### src/rtl/id_ex_stage.sv
// rtl/id_ex_stage.sv - ID/EX pipeline register with load-use hazard detection
// and a saturating bubble counter.
module id_ex_stage #(
    parameter int DATA_W = 32,
    parameter int CNT_W  = 16
) (
    input  logic              clk_i,
    input  logic              rst_i,
    input  logic              Hold_i,
    input  logic              Flush_i,
    input  logic              RegDst_i,
    input  logic              ALUSrc_i,
    input  logic              MemRead_i,
    input  logic              MemWrite_i,
    input  logic              RegWrite_i,
    input  logic              MemToReg_i,
    input  logic [1:0]        ALUOp_i,
    input  logic              UsesRt_i,
    input  logic [DATA_W-1:0] RSdata_i,
    input  logic [DATA_W-1:0] RTdata_i,
    input  logic [DATA_W-1:0] Imm_i,
    input  logic [4:0]        RSaddr_i,
    input  logic [4:0]        RTaddr_i,
    input  logic [4:0]        RDaddr_i,
    output logic              EX_RegDst_o,
    output logic              EX_ALUSrc_o,
    output logic              EX_MemRead_o,
    output logic              EX_MemWrite_o,
    output logic              EX_RegWrite_o,
    output logic              EX_MemToReg_o,
    output logic [1:0]        EX_ALUOp_o,
    output logic [DATA_W-1:0] EX_RSdata_o,
    output logic [DATA_W-1:0] EX_RTdata_o,
    output logic [DATA_W-1:0] EX_Imm_o,
    output logic [4:0]        EX_RSaddr_o,
    output logic [4:0]        EX_RTaddr_o,
    output logic [4:0]        EX_RDaddr_o,
    output logic              EX_Valid_o,
    output logic              Stall_o,
    output logic [CNT_W-1:0]  BubbleCnt_o
);

    logic              r_regdst;
    logic              r_alusrc;
    logic              r_memread;
    logic              r_memwrite;
    logic              r_regwrite;
    logic              r_memtoreg;
    logic [1:0]        r_aluop;
    logic [DATA_W-1:0] r_rsdata;
    logic [DATA_W-1:0] r_rtdata;
    logic [DATA_W-1:0] r_imm;
    logic [4:0]        r_rsaddr;
    logic [4:0]        r_rtaddr;
    logic [4:0]        r_rdaddr;
    logic              r_valid;
    logic [CNT_W-1:0]  r_cnt;

    logic w_rs_match;
    logic w_rt_match;
    logic w_stall;
    logic w_bubble;
    logic w_cnt_max;

    // A load in EX whose destination is read by the ID instruction cannot be
    // forwarded in time, so ID must wait one cycle.
    assign w_rs_match = (r_rtaddr == RSaddr_i);
    assign w_rt_match = UsesRt_i & (r_rtaddr == RTaddr_i);
    assign w_stall    = r_valid & r_memread & (r_rtaddr != 5'd0) & (w_rs_match | w_rt_match);
    assign w_bubble   = w_stall | Flush_i;
    assign w_cnt_max  = &r_cnt;

    always_ff @(posedge clk_i) begin
        if (rst_i) begin
            r_regdst   <= 1'b0;
            r_alusrc   <= 1'b0;
            r_memread  <= 1'b0;
            r_memwrite <= 1'b0;
            r_regwrite <= 1'b0;
            r_memtoreg <= 1'b0;
            r_aluop    <= 2'b00;
            r_rsdata   <= '0;
            r_rtdata   <= '0;
            r_imm      <= '0;
            r_rsaddr   <= 5'd0;
            r_rtaddr   <= 5'd0;
            r_rdaddr   <= 5'd0;
            r_valid    <= 1'b0;
            r_cnt      <= '0;
        end else if (!Hold_i) begin
            r_rsdata <= RSdata_i;
            r_rtdata <= RTdata_i;
            r_imm    <= Imm_i;
            r_rsaddr <= RSaddr_i;
            r_rtaddr <= RTaddr_i;
            r_rdaddr <= RDaddr_i;
            if (w_bubble) begin
                r_regdst   <= 1'b0;
                r_alusrc   <= 1'b0;
                r_memread  <= 1'b0;
                r_memwrite <= 1'b0;
                r_regwrite <= 1'b0;
                r_memtoreg <= 1'b0;
                r_aluop    <= 2'b00;
                r_valid    <= 1'b0;
                if (!w_cnt_max) begin
                    r_cnt <= r_cnt + 1'b1;
                end
            end else begin
                r_regdst   <= RegDst_i;
                r_alusrc   <= ALUSrc_i;
                r_memread  <= MemRead_i;
                r_memwrite <= MemWrite_i;
                r_regwrite <= RegWrite_i;
                r_memtoreg <= MemToReg_i;
                r_aluop    <= ALUOp_i;
                r_valid    <= 1'b1;
            end
        end
    end

    assign EX_RegDst_o   = r_regdst;
    assign EX_ALUSrc_o   = r_alusrc;
    assign EX_MemRead_o  = r_memread;
    assign EX_MemWrite_o = r_memwrite;
    assign EX_RegWrite_o = r_regwrite;
    assign EX_MemToReg_o = r_memtoreg;
    assign EX_ALUOp_o    = r_aluop;
    assign EX_RSdata_o   = r_rsdata;
    assign EX_RTdata_o   = r_rtdata;
    assign EX_Imm_o      = r_imm;
    assign EX_RSaddr_o   = r_rsaddr;
    assign EX_RTaddr_o   = r_rtaddr;
    assign EX_RDaddr_o   = r_rdaddr;
    assign EX_Valid_o    = r_valid;
    assign Stall_o       = w_stall;
    assign BubbleCnt_o   = r_cnt;

endmodule
### config.mk
export PLATFORM = sky130hd
export DESIGN_NAME = id_ex_stage
export DESIGN_NICKNAME = d
export VERILOG_FILES = /design/src/rtl/id_ex_stage.sv
export SDC_FILE = /design/constraint.sdc
export NUM_CORES = 1
export LEC_CHECK = 0
export CORE_ASPECT_RATIO = 0.7
export CORE_MARGIN = 5
export CORE_UTILIZATION = 40
export CTS_CLUSTER_SIZE = 20
export DETAILED_ROUTE_END_ITERATION = 8
export GPL_TIMING_DRIVEN = 0
export PLACE_DENSITY = 0.85
export SLEW_MARGIN = 20
export SYNTH_ARGS = -nofsm -noshare
export SYNTH_HDL_FRONTEND = slang
export SYNTH_SLANG_ARGS = --single-unit
### constraint.sdc
create_clock -name clk_i -period 2.7 [get_ports clk_i]
set_input_delay 0.405 -clock clk_i [delete_from_list [all_inputs] [get_ports clk_i]]
set_output_delay 0.405 -clock clk_i [all_outputs]
set_load 0.01 [all_outputs]
==> results of run 1 <==
cell type report:
cell class | instances | area [sq um]
flip-flops and latches | 136 | 2723
plain buffers | 28 | 115.1
clock buffers | 19 | 442.9
well taps | 162 | 202.7
repair buffers | 261 | 2608
inverters | 2 | 7.507
clock inverters | 13 | 168.9
fillers | 949 | 3944
multi-input cells | 325 | 2296
Yosys cell counts, drive strengths merged:
master and instances:
a21oi 9, a221oi 1, a22o 8, a22oi 1, a41oi 1, and2 2, and4 2, buf 15
clkbuf 13, dfxtp 136, ha 1, inv 2, mux2i 112, nand2 7, nand2b 1, nand3 5
nand3b 1, nand4 2, nand4b 1, nor2 121, nor2b 1, nor3 6, nor3b 1, nor4 3
o211a 1, o211ai 1, o21ai 7, o221ai 1, o31ai 1, or3 8, or4 3, xnor2 6
xor2 11
cells by family (layout without fill, tap and decap cells):
| group | after synthesis | after routing | synth area share, % |
|---|---|---|---|
| XOR/XNOR | 17 | 17 | 2.897 |
| AND/OR/NAND/NOR | 164 | 164 | 15.12 |
| flip-flops | 136 | 136 | 52.98 |
| AO/OA/AOI/OAI | 31 | 31 | 4.553 |
| adder cells (fa/ha/maj) | 1 | 1 | 0.2434 |
| multiplexers | 112 | 112 | 21.82 |
| buffers and inverters | 30 | 323 | 2.386 |
metrics by stage:
| stage | std cells | cell area (sq um) | hold slack (ns) | utilization (%) | setup slack, ns |
|---|---|---|---|---|---|
| after global routing | 946 | 8563 | 0.4888 | 68.47 | 0.009676 |
| final | 946 | 8563 | 0.4760 | 68.47 | 0.07458 |
| after CTS | 945 | 8556 | 0.4775 | 68.41 | 0.04332 |
| after detailed placement | 912 | 7934 | 0.4585 | 63.44 | -0.1637 |
| after floorplan | 491 | 5139 | 0.5082 | - | 0.8073 |
| after global placement | 912 | 7934 | 0.4557 | 63.44 | -0.1382 |
repair_timing:
action,4_1_cts,5_1_grt
endpoints found under the setup margin,1,1
buffers inserted,1,1
pin swaps,1,1
resized for setup,1,0
report_power, final:
part | switching, mW | internal (mW)
clock network | 0.898 | 1.49
logic | 0.305 | 0.450
registers | 0.0650 | 2.11
total | 1.27 | 4.05
cells in the final DEF, fill, tap and decap left out, types with 6 or more instances in the layout:
cell type	instances
a21oi_1	9
a22o_1	8
buf_1	7
buf_2	8
clkbuf_1	14
clkbuf_16	17
clkdlybuf4s50_1	259
dfxtp_1	136
mux2i_1	112
nand2_1	7
nor2_1	120
o21ai_0	7
or3_1	7
xnor2_1	6
xor2_1	11
flip-flops by register name, summed over array words and instances, names as in the netlist, 2 cells and up:
| name | cells |
|---|---|
| EX_Imm_o | 32 |
| EX_RSdata_o | 32 |
| EX_RTdata_o | 32 |
| BubbleCnt_o | 16 |
| EX_RDaddr_o | 5 |
| EX_RSaddr_o | 5 |
| EX_RTaddr_o | 5 |
| EX_ALUOp_o | 2 |
worst paths after layout:
kind              slack, ns  cells past startpoint                          end
setup / recovery       0.07                      6                      Stall_o
hold / removal         0.48                      1     EX_RegDst_o$_SDFFE_PP0N_
setup reg to reg       0.51                      7  BubbleCnt_o[1]$_SDFFE_PP0P_
hold reg to reg        0.48                      1     EX_RegDst_o$_SDFFE_PP0N_
worst register-to-register path, cell delays in order, from the launching register on:
cell	delay, ns
dfxtp_1	0.46
xor2_1	0.27
nor4_4	0.08
buf_4	0.14
a221oi_2	0.54
nand3b_4	0.32
mux2i_1	0.21
nor2_1	0.05
routing by layer:
| metal | up-vias | GRT usage (%) | share of wire (%) |
|---|---|---|---|
| li1 | 2241 | - | - |
| met1 | 2153 | 24.87 | 41 |
| met2 | 195 | 35.92 | 48 |
| met3 | 28 | 8.827 | 9.4 |
| met4 | 0 | 7.390 | 2.2 |
| met5 | - | 0 | 0 |
==> run metrics, run 1 <==
status=complete, no violations; Yosys cell types=38; Detailed Place HPWL=12.81 mm; CP delay by family, top=buffers and inverters; Worst Hold Launch=EX_RegDst_o$_SDFFE_PP0N_; layout cells sized above 1=6.760%; IO Pins=261; DR pass1 iterations=4; MaxCap Viol Count=0; actual slew at the worst max-slew pin=0.7759 ns; area leader, netlist=dfxtp_1; P_leak=3.537 nW; crit-path cells=clkdlybuf4s50_1, xor2_1, nor4_4, a22oi_1, nor2_2, clkdlybuf4s50_1; Port Buffer Count=259; Cells after Synth=491; wire per inst=17.45 um; row cnt=34; WP data required=2.30 ns; Synth top area share=52.98%; CP Launch Point=RTaddr_i[4]; clock skew=0.007191 ns; global-route wire length before repair=26.61 mm; critical path type=input pin to primary output; CP max stage delay=0.56 ns; YS warnings=0; vias per cell=4.881; syn avg cell area=10.47 sq um; CTS Hold Bufs=0; Critical Path AT=2.22 ns; Yosys reg bits=136; Die ar.=15250 sq um; gr usage total=21.41%; Total Wirelength=16.51 mm; DR iter-0 viols=205; reg-to-reg startpoint=EX_RTaddr_o[4]$_SDFFE_PP0N_; P&R area growth vs syn=66.64%; Seq/Total Area, Yosys=52.98%; clk buf depth=2; RSZ-0062 raised after global routing=false; H-Tree Depth=4; overflow left after global routing=0; Max Slew Vio Count=0; clock latency on the worst-skew pair=0.40 ns; PwrDens=621.1 nW/um^2; CP Capture Type=primary output; Peak supply drop=0.4462 mV; Post-route DRC=0; clock sink total=136; total core area=12510 sq um; Reg clk slew, reported paths=0.06 ns; Synthesized Nets=616; largest net degree at the start of global routing=17; final setup violating endpoints=0; Final Wtd Congestion=0.8460; total CTS buffers=17; initial core utilization=41.09%; chip width=145.5 um; Hold Fails Final Rpt=0; Critical Path Source Type=input pin; final worst path period need=2.625 ns; vias in the first global route=4919; CTS Root Cell=clkbuf_16; Vias=4617; Final TNS setup=0 ns; Slew HR=48.28%; most used cell, CP=clkdlybuf4s50_1; CP max-delay cell=clkdlybuf4s50_1; HP Class=register to register; initial antenna violation count=0; antenna-violating nets left=0; Layout Nets=896; CTS tree=yes; Final period util=97.24%; Buf/Inv on CP=2; synthesized cell area=5139 sq um; overall power=5.319 mW; Fmax=0.3809 GHz; largest cells by area after synthesis=dfxtp_1, mux2i_1, nor2_1; # diodes=0; Die Height=104.8 um; CP max FO=2
(Power assumes the default switching activity.)
==> run 2: changes to the inputs <==
--- a/config.mk
+++ b/config.mk
@@ -5,7 +5,6 @@
 export SDC_FILE = /design/constraint.sdc
 export NUM_CORES = 1
 export LEC_CHECK = 0
-export CORE_ASPECT_RATIO = 0.7
 export CORE_MARGIN = 5
 export CORE_UTILIZATION = 40
 export CTS_CLUSTER_SIZE = 20
==> run metrics, run 2 (same netlist as run 1, synthesis figures left out) <==
status=complete, no violations; CP max-delay cell=or4_1; Layout Cells excl Fill=951; Layout Nets=894; vias in the first global route=4795; initial core utilization=40.72%; Buf/Inv on CP=1; most frequent cells in the layout=clkdlybuf4s50_1, dfxtp_1, nor2_1, mux2i_1, clkbuf_16; CTS tree=yes; IO Pins=261; global-route wire length before repair=24.59 mm; RSZ-0062 raised after global routing=false; DR pass1 iterations=4; CTS Root Cell=clkbuf_16; MaxCap Viol Count=0; Critical Path AT=2.06 ns; total core area=12620 sq um; Post-route DRC=0; final setup violating endpoints=0; P&R area growth vs syn=64.45%; layout cells sized above 1=6.033%; total CTS buffers=17; CP max FO=5; Hold Fails Final Rpt=0; CP delay by family, top=simple AND/OR/NAND/NOR gates; final setup margin=0.2376 ns; dpl cells=922; CP max stage delay=0.57 ns; critical path type=register to primary output; largest net degree at the start of global routing=17; setup slack at placement=-0.1551 ns; P_leak=3.487 nW; Filler Cell Count=993; Total Wirelength=16.02 mm; gr usage total=20.86%; clk buf depth=2; DR iter-0 viols=150; HP Class=register to register; Vias=4538; final worst path period need=2.462 ns; Max Slew Vio Count=0; Layout Utilization=66.96%; wire per inst=16.84 um; Critical Path Source Type=register; Die Height=123.3 um; Final Wtd Congestion=0.7986; Final period util=91.20%; CP Capture Type=primary output; Slew HR=51.54%; clock sink total=136; Peak supply drop=0.3847 mV; overflow left after global routing=0; H-Tree Depth=4; Die ar.=15210 sq um; crit-path cells=or4_1, o211ai_1, nor2_2, dlygate4sd2_1; Final TNS setup=0 ns; Reg clk slew, reported paths=0.05 ns; # diodes=0; PwrDens=579.6 nW/um^2; initial antenna violation count=0; WP data required=2.30 ns; clock skew=0.009495 ns; commonest non-fill, non-tap cell in the layout=clkdlybuf4s50_1; vias per cell=4.772; Port Buffer Count=259; clock latency on the worst-skew pair=0.41 ns; antenna-violating nets left=0; Fmax=0.4061 GHz; chip width=123.3 um; row cnt=41; Detailed Place HPWL=12.53 mm; actual slew at the worst max-slew pin=0.7269 ns
[run 2: layout make-up]
type | count | area [sq um] | share of cell area (%)
flip-flops and latches | 136 | 2723 | 32.22
repair buffers | 259 | 2591 | 30.66
multi-input cells | 325 | 2296 | 27.17
clock buffers | 20 | 446.7 | 5.286
well taps | 172 | 215.2 | 2.547
plain buffers | 28 | 115.1 | 1.362
clock inverters | 9 | 56.30 | 0.6663
inverters | 2 | 7.507 | 0.08884
[run 2: report_power, final]
group	internal (mW)	total, mW	switching [mW]
Clock	1.17	1.97	0.803
Combinational	0.449	0.747	0.298
Sequential	2.11	2.18	0.0630
Total	3.73	4.90	1.16
[run 2: path summary, 6_finish.rpt]
| kind | depth (start not counted) | endpoint | from | slack (ns) |
|---|---|---|---|---|
| max | 4 | Stall_o | EX_RTaddr_o[0]$_SDFFE_PP0N_ | 0.24 |
| min | 1 | EX_RegDst_o$_SDFFE_PP0N_ | EX_RegDst_o$_SDFFE_PP0N_ | 0.47 |
| max reg2reg | 6 | BubbleCnt_o[5]$_SDFFE_PP0P_ | EX_RTaddr_o[2]$_SDFFE_PP0N_ | 0.60 |
| min reg2reg | 1 | EX_RegDst_o$_SDFFE_PP0N_ | EX_RegDst_o$_SDFFE_PP0N_ | 0.47 |
[run 2: layer usage]
| metal | GRT usage, % | routed length, um | share of wire [%] |
|---|---|---|---|
| met1 | 22.51 | 6005 | 37 |
| met2 | 36.15 | 8045 | 50 |
| met3 | 7.365 | 1408 | 8.8 |
| met4 | 10.31 | 557 | 3.5 |
| met5 | 0 | 0 | 0 |
[run 2: worst reg2reg max path, delay by kind of cell (launching register included)]
kind | cells | cell delay (ns)
simple gates | 3 | 1.10
flops | 1 | 0.45
compound gates | 2 | 0.33
xor+xnor | 1 | 0.15
[run 2: stage by stage]
step	hold slack [ns]	power [mW]	cell area [sq um]
3_3_place_gp	0.4567	2.947	7946
2_1_floorplan	0.5082	2.505	5139
3_5_place_dp	0.4554	2.969	7946
6_report	0.4722	4.898	8451
5_1_grt	0.4875	5.112	8451
4_1_cts	0.4764	4.952	8451
[run 2: what timing repair did]
item / CTS / global route
endpoints found under the setup margin: 1 / 0
hold buffers: 0 / 0
buffers inserted: 0 / 0
resized for setup: 2 / 0
